==> src/rtl/point_unpacker_if.sv <==
// Word-in / point-out bus of the point unpacker: one-shot packed word strobe
// in, one-point-per-handshake valid/ready stream plus FIFO status out.
interface point_unpacker_if #(
  parameter int POINTS_PER_WORD = 4,
  parameter int POINT_W         = 128,
  parameter int FIFO_DEPTH      = 2
);
  localparam int WORD_W = POINTS_PER_WORD * POINT_W;
  localparam int LW     = $clog2(FIFO_DEPTH) + 1;

  logic [WORD_W-1:0]  packed_data;
  logic               packed_valid;
  logic [POINT_W-1:0] point_data;
  logic               point_valid;
  logic               point_ready;
  logic               point_last;
  logic               overflow;
  logic [LW-1:0]      fifo_level;

  modport master (
    output packed_data, packed_valid, point_ready,
    input  point_data, point_valid, point_last, overflow, fifo_level
  );

  modport slave (
    input  packed_data, packed_valid, point_ready,
    output point_data, point_valid, point_last, overflow, fifo_level
  );
endinterface

==> src/rtl/point_unpacker.sv <==
// Buffers packed point-cloud words in a small FIFO and streams their points
// one lane per handshake. Optional drop counter: define UNPACK_DROP_CNT_EN.
//
// state    | meaning
// S_IDLE   | word FIFO empty, point_valid low
// S_STREAM | head word present, lane idx_q presented on point_data
module point_unpacker #(
  parameter int POINTS_PER_WORD = 4,
  parameter int POINT_W         = 128,
  parameter int FIFO_DEPTH      = 2
) (
  input  logic            clk,
  input  logic            reset,
  point_unpacker_if.slave bus
`ifdef UNPACK_DROP_CNT_EN
  ,
  output logic [15:0]     drop_count
`endif
);
  localparam int WORD_W = POINTS_PER_WORD * POINT_W;
  localparam int AW     = $clog2(FIFO_DEPTH);
  localparam int LW     = $clog2(FIFO_DEPTH) + 1;
  localparam int IW     = (POINTS_PER_WORD > 1) ? $clog2(POINTS_PER_WORD) : 1;

  typedef enum logic {S_IDLE, S_STREAM} state_t;

  state_t             state_q, state_d;
  logic [AW-1:0]      wr_ptr_q, wr_ptr_d;
  logic [AW-1:0]      rd_ptr_q, rd_ptr_d;
  logic [LW-1:0]      level_q, level_d;
  logic [IW-1:0]      idx_q, idx_d;
  logic               overflow_q, overflow_d;

  logic [WORD_W-1:0]  mem_q [FIFO_DEPTH];
  logic [WORD_W-1:0]  head_word;
  logic [POINT_W-1:0] lanes [POINTS_PER_WORD];

  logic full;
  logic streaming;
  logic handshake;
  logic last_lane;
  logic retire;
  logic wr_en;
  logic drop;

  always_comb begin
    full      = (level_q == LW'(FIFO_DEPTH));
    streaming = (state_q == S_STREAM);
    handshake = streaming && bus.point_ready;
    last_lane = (idx_q == IW'(POINTS_PER_WORD - 1));
    retire    = handshake && last_lane;
    // a full FIFO still accepts a word when the head retires in the same cycle
    wr_en     = bus.packed_valid && (!full || retire);
    drop      = bus.packed_valid && full && !retire;
  end

  always_comb begin
    state_d    = state_q;
    wr_ptr_d   = wr_ptr_q;
    rd_ptr_d   = rd_ptr_q;
    level_d    = level_q;
    idx_d      = idx_q;
    overflow_d = drop;

    if (handshake) begin
      idx_d = last_lane ? '0 : idx_q + 1'b1;
    end
    if (wr_en) begin
      wr_ptr_d = wr_ptr_q + 1'b1;
    end
    if (retire) begin
      rd_ptr_d = rd_ptr_q + 1'b1;
    end

    case ({wr_en, retire})
      2'b10:   level_d = level_q + 1'b1;
      2'b01:   level_d = level_q - 1'b1;
      default: level_d = level_q;
    endcase

    case (state_q)
      S_IDLE: begin
        if (wr_en) begin
          state_d = S_STREAM;
        end
      end
      S_STREAM: begin
        if (retire && !wr_en && (level_q == LW'(1))) begin
          state_d = S_IDLE;
        end
      end
      default: state_d = S_IDLE;
    endcase
  end

  always_ff @(posedge clk) begin
    if (reset) begin
      state_q    <= S_IDLE;
      wr_ptr_q   <= '0;
      rd_ptr_q   <= '0;
      level_q    <= '0;
      idx_q      <= '0;
      overflow_q <= 1'b0;
    end else begin
      state_q    <= state_d;
      wr_ptr_q   <= wr_ptr_d;
      rd_ptr_q   <= rd_ptr_d;
      level_q    <= level_d;
      idx_q      <= idx_d;
      overflow_q <= overflow_d;
    end
  end

  // Storage is left unreset; the pointers alone decide what is live.
  always_ff @(posedge clk) begin
    if (wr_en && !reset) begin
      mem_q[wr_ptr_q] <= bus.packed_data;
    end
  end

  assign head_word = mem_q[rd_ptr_q];

  for (genvar k = 0; k < POINTS_PER_WORD; k++) begin : g_lane
    assign lanes[k] = head_word[k*POINT_W +: POINT_W];
  end

  assign bus.point_valid = streaming;
  assign bus.point_data  = streaming ? lanes[idx_q] : '0;
  assign bus.point_last  = streaming && last_lane;
  assign bus.overflow    = overflow_q;
  assign bus.fifo_level  = level_q;

`ifdef UNPACK_DROP_CNT_EN
  logic [15:0] drop_cnt_q, drop_cnt_d;

  always_comb begin
    drop_cnt_d = drop_cnt_q;
    if (drop && (drop_cnt_q != 16'hFFFF)) begin
      drop_cnt_d = drop_cnt_q + 16'd1;
    end
  end

  always_ff @(posedge clk) begin
    if (reset) begin
      drop_cnt_q <= '0;
    end else begin
      drop_cnt_q <= drop_cnt_d;
    end
  end

  assign drop_count = drop_cnt_q;
`endif

endmodule

==> src/flat_wrapper.sv <==
// flat-port wrapper written by rule: the top's interface ports become plain ports
module point_unpacker_flat 
#(
  parameter int POINTS_PER_WORD = 4,
  parameter int POINT_W         = 128,
  parameter int FIFO_DEPTH      = 2
)
  (clk, reset, bus_packed_data, bus_packed_valid, bus_point_ready, bus_point_data, bus_point_valid, bus_point_last, bus_overflow, bus_fifo_level);
  point_unpacker_if #(.POINTS_PER_WORD(POINTS_PER_WORD), .POINT_W(POINT_W), .FIFO_DEPTH(FIFO_DEPTH)) bus_i ();
  input  logic clk;
  input  logic reset;
  input wire logic [$bits(bus_i.packed_data)-1:0] bus_packed_data;
  input wire logic [$bits(bus_i.packed_valid)-1:0] bus_packed_valid;
  input wire logic [$bits(bus_i.point_ready)-1:0] bus_point_ready;
  output wire logic [$bits(bus_i.point_data)-1:0] bus_point_data;
  output wire logic [$bits(bus_i.point_valid)-1:0] bus_point_valid;
  output wire logic [$bits(bus_i.point_last)-1:0] bus_point_last;
  output wire logic [$bits(bus_i.overflow)-1:0] bus_overflow;
  output wire logic [$bits(bus_i.fifo_level)-1:0] bus_fifo_level;
  assign bus_i.packed_data = bus_packed_data;
  assign bus_i.packed_valid = bus_packed_valid;
  assign bus_i.point_ready = bus_point_ready;
  assign bus_point_data = bus_i.point_data;
  assign bus_point_valid = bus_i.point_valid;
  assign bus_point_last = bus_i.point_last;
  assign bus_overflow = bus_i.overflow;
  assign bus_fifo_level = bus_i.fifo_level;
  point_unpacker #(.POINTS_PER_WORD(POINTS_PER_WORD), .POINT_W(POINT_W), .FIFO_DEPTH(FIFO_DEPTH)) u_core (.clk(clk), .reset(reset), .bus(bus_i));
endmodule
==> config.mk <==
export PLATFORM = sky130hd
export DESIGN_NAME = point_unpacker_flat
export DESIGN_NICKNAME = d
export VERILOG_FILES = /design/src/rtl/point_unpacker_if.sv /design/src/rtl/point_unpacker.sv /design/src/flat_wrapper.sv
export SDC_FILE = /design/constraint.sdc
export NUM_CORES = 1
export LEC_CHECK = 0
export CAP_MARGIN = 20
export CELL_PAD_IN_SITES_DETAIL_PLACEMENT = 0
export CELL_PAD_IN_SITES_GLOBAL_PLACEMENT = 2
export CORE_MARGIN = 2
export CORE_UTILIZATION = 43
export DETAILED_ROUTE_END_ITERATION = 16
export PLACE_DENSITY = 0.86
export RECOVER_POWER = 50
export SLEW_MARGIN = 20
export SYNTH_ARGS = -nofsm -noshare
export SYNTH_HDL_FRONTEND = slang
export SYNTH_SLANG_ARGS = --single-unit
==> constraint.sdc <==
create_clock -name clk -period 75.5 [get_ports clk]
set_input_delay 7.55 -clock clk [delete_from_list [all_inputs] [get_ports clk]]
set_output_delay 7.55 -clock clk [all_outputs]
set_load 0.005 [all_outputs]
==> impl_metrics.toml <==
[finish]
fillers = 7118
fin_nets = 3146
stdcell_count = 4017
multi_input_area_um2 = 7774
synthToLayoutAreaGrowth_pct = 27.86
final_util_pct = 55.52
regArea_um2 = 30940
drive_above_1_share_pct = 20.67

[cts]
cts_hold_buf = 0
cts_tree = "done"
cts_buffers = 107
postCtsSetupBuffers = 0
cts-htree-levels = 3
clock_latency_ns = 0.68
clockBufferDepth = 3
clk_pin_slew_ns = 0.06
post_cts_resized = 0
cts.sinks = 1033
cts_root_buf = "clkbuf_16"

[yosys]
syn_area_um2 = 39860
syn_inst = 1957
synth_cell_types = 27
synth_most_common_cell = "edfxtp_1"
synth_ff_type = "edfxtp_1"
yosysTopAreaCellShare_pct = 77.14
synth_nets = 2478
synth_area_leaders = "edfxtp_1, mux2_2, mux4_2, o221ai_1, a21oi_1"
synth_common_cells = "edfxtp_1, mux2_2, inv_1, a21oi_1"
synth_edf_count = 1024
async_flop_share_pct = 0
synth_warnings = 0
synth_seq_cells = 1033
synth_area_leader_cell = "edfxtp_1"
synth.avg_cell_area_um2 = 20.37
ys_seq_area_share_pct = 77.59

[global_routing]
grt_max_degree = 187
grt_overflow_total = 0
grt_pass1_vias = 22356
grt_util_all_layers_pct = 20.57
antenna_found_initial = 118
grt_first_pass_wirelength_um = 142700

[timing]
clock_skew_ns = 0.01854
period_needed_ns = 13.21
fmax_ghz = 0.07570
worst_pin_slew_ns = 3.004
fin_crit_sh_pct = 17.50
finalMaxSlewViolations = 37
rsz0062_at_grt = "no"
hold_violations = 0
max_slew_margin_pct = -101.0
setup_viol = 0
setup_tns_ns = 0

[critical_path]
reg2regPathDepth = 7
r2r_end = "u_core.mem_q[0][326]"
r2r_start = "u_core.idx_q[0]"
cp-start-kind = "input pin"
path_class = "in2reg"
crit_arrival_ns = 13.51
startpoint = "bus_point_ready"
crit_family = "buffers and inverters"
crit_buf_inv = 4
crit_fanout = 65
worstPathCellList = "dlygate4sd3_1 > and3_1 > o21ai_0 > nor2_1 > buf_4 > buf_4 > buf_4"
slowest_delay_ns = 2.27
critPathSlowestCell = "nor2_1"
cp-end-kind = "flip-flop"
crit_top_cell = "buf_4"
r2r_setup_slack_ns = 68.49
critPathRequiredTime_ns = 75.80

[routing]
route.detailed.drc = 0
drtPass1Iterations = 7
drt-vias-per-instance = 5.293
ant_nets = 0
vias = 21262
drt-initial-drc-count = 1844
wl_um = 99740
wl_per_cell_um = 24.83

[worst_hold_path]
hold_class = "reg2reg"
holdPathEnd = "u_core.wr_ptr_q"
hold_start = "u_core.wr_ptr_q"
min_path_cells = 2

[placement]
place.gp.congestion = 0.8116
dp_hpwl_um = 64210
dp.cells = 3756
port_buffers = 648

[floorplan]
die_area_um2 = 95150
rows = 111
die_h_um = 308.5
start_util_pct = 43.42
coreArea_um2 = 91800
die_w_um = 308.5
ioPinCount = 649

[power_and_ir_drop]
power.leakage_nw = 16.62
vdd_drop_max_uv = 19.18
power_density_nw_per_um2 = 24.44
p_total_mw = 1.246

[run_status]
violations = "max-capacitance violations, max-slew violations"
outcome = "complete, but fails checks"

[run]
maxCapViolations = 1
-- worst max-delay path by stage --
stage | slack (ns) | end | cells past startpoint
after detailed placement | 62.96 | u_core.mem_q[0][320] | 7
after floorplan | 44.84 | u_core.mem_q[0][0] | 4
after CTS | 62.83 | bus_point_data[60] | 6
after global placement | 62.99 | u_core.mem_q[1][175] | 7
final | 62.29 | u_core.mem_q[0][326] | 7
after global routing | 61.82 | u_core.mem_q[0][197] | 7
-- final cells by class --
class / instances / area share, %
sequential: 1033 / 60.72
multi-input combinational: 675 / 15.25
timing repair buffer: 676 / 13.35
clock buffer: 137 / 5.475
tap: 1243 / 3.052
inverter: 132 / 0.9722
clock inverter: 56 / 0.8592
antenna: 65 / 0.3191
-- metrics by stage --
step                      setup WS [ns]  instance area [µm²]  hold WS, ns
after floorplan                   44.84                39860       0.4725
after global placement            62.99                47500       0.4962
after detailed placement          62.96                47530       0.5079
after CTS                         62.83                50760       0.5239
after global routing              61.82                50930       0.5557
final                             62.29                50970       0.5140
-- kinds of logic (layout without fill, tap and decap cells) --
logic type	Yosys count	in the layout	share of synthesized area (%)
muxes	387	387	14.54
and+or+nand+nor	19	19	0.2323
xor gates and xnor gates	2	2	0.04395
buffers and inverters	249	1001	2.929
adders and majority gates	5	5	0.1569
AOI/OAI and AO/OA	262	262	4.504
other	0	65	0
DFF	1033	1033	77.59
-- layer usage --
| metal | part of all wire, % | global-route usage [%] | vias to the layer above |
|---|---|---|---|
| li1 | - | - | 9419 |
| met1 | 36 | 23.55 | 10757 |
| met2 | 52 | 35.14 | 740 |
| met3 | 6.5 | 5.346 | 304 |
| met4 | 4.8 | 11.54 | 42 |
| met5 | 0.27 | 0 | - |
-- registers in the layout, summed over array words and instances, names as in the netlist, named ones only --
| name | cells |
|---|---|
| u_core.bus.fifo_level | 2 |
| u_core.bus.overflow | 1 |
| u_core.bus.point_valid | 1 |
| u_core.idx_q | 2 |
| u_core.mem_q | 1024 |
| u_core.rd_ptr_q | 1 |
| u_core.wr_ptr_q | 1 |
-- power by group --
part | leakage [nW] | internal [mW] | switching (mW)
clock network | 1.58 | 0.277 | 0.212
logic | 5.57 | 0.0450 | 0.0461
registers | 9.47 | 0.659 | 0.00649
total | 16.6 | 0.982 | 0.264
-- cells in the final DEF (no fill, tap or decap), types with 2 or more instances in the layout --
cell type / n
mux4_2: 128
clkinv_2: 18
xnor2_1: 2
mux2i_1: 3
nand2_1: 3
dfxtp_1: 5
inv_6: 6
inv_1: 132
nor2_1: 8
dlygate4sd3_1: 515
clkinv_1: 21
diode_2: 65
dfxtp_4: 4
clkinv_8: 2
clkbuf_16: 107
edfxtp_1: 1024
clkinv_4: 3
ha_1: 5
clkdlybuf4s50_1: 133
a21oi_1: 131
clkbuf_1: 31
o21ai_0: 2
bufinv_16: 5
buf_12: 4
buf_4: 19
buf_16: 3
o221ai_1: 128
mux2_2: 256
-- worst register-to-register path, cell delays in order, from the launching register on --
cell	delay, ns
dfxtp_4	0.89
ha_1	0.36
and3_1	0.30
o21ai_0	0.26
nor2_1	2.27
buf_4	0.79
buf_4	0.82
buf_4	0.86
Note: power is estimated with default switching activity, not from simulation.
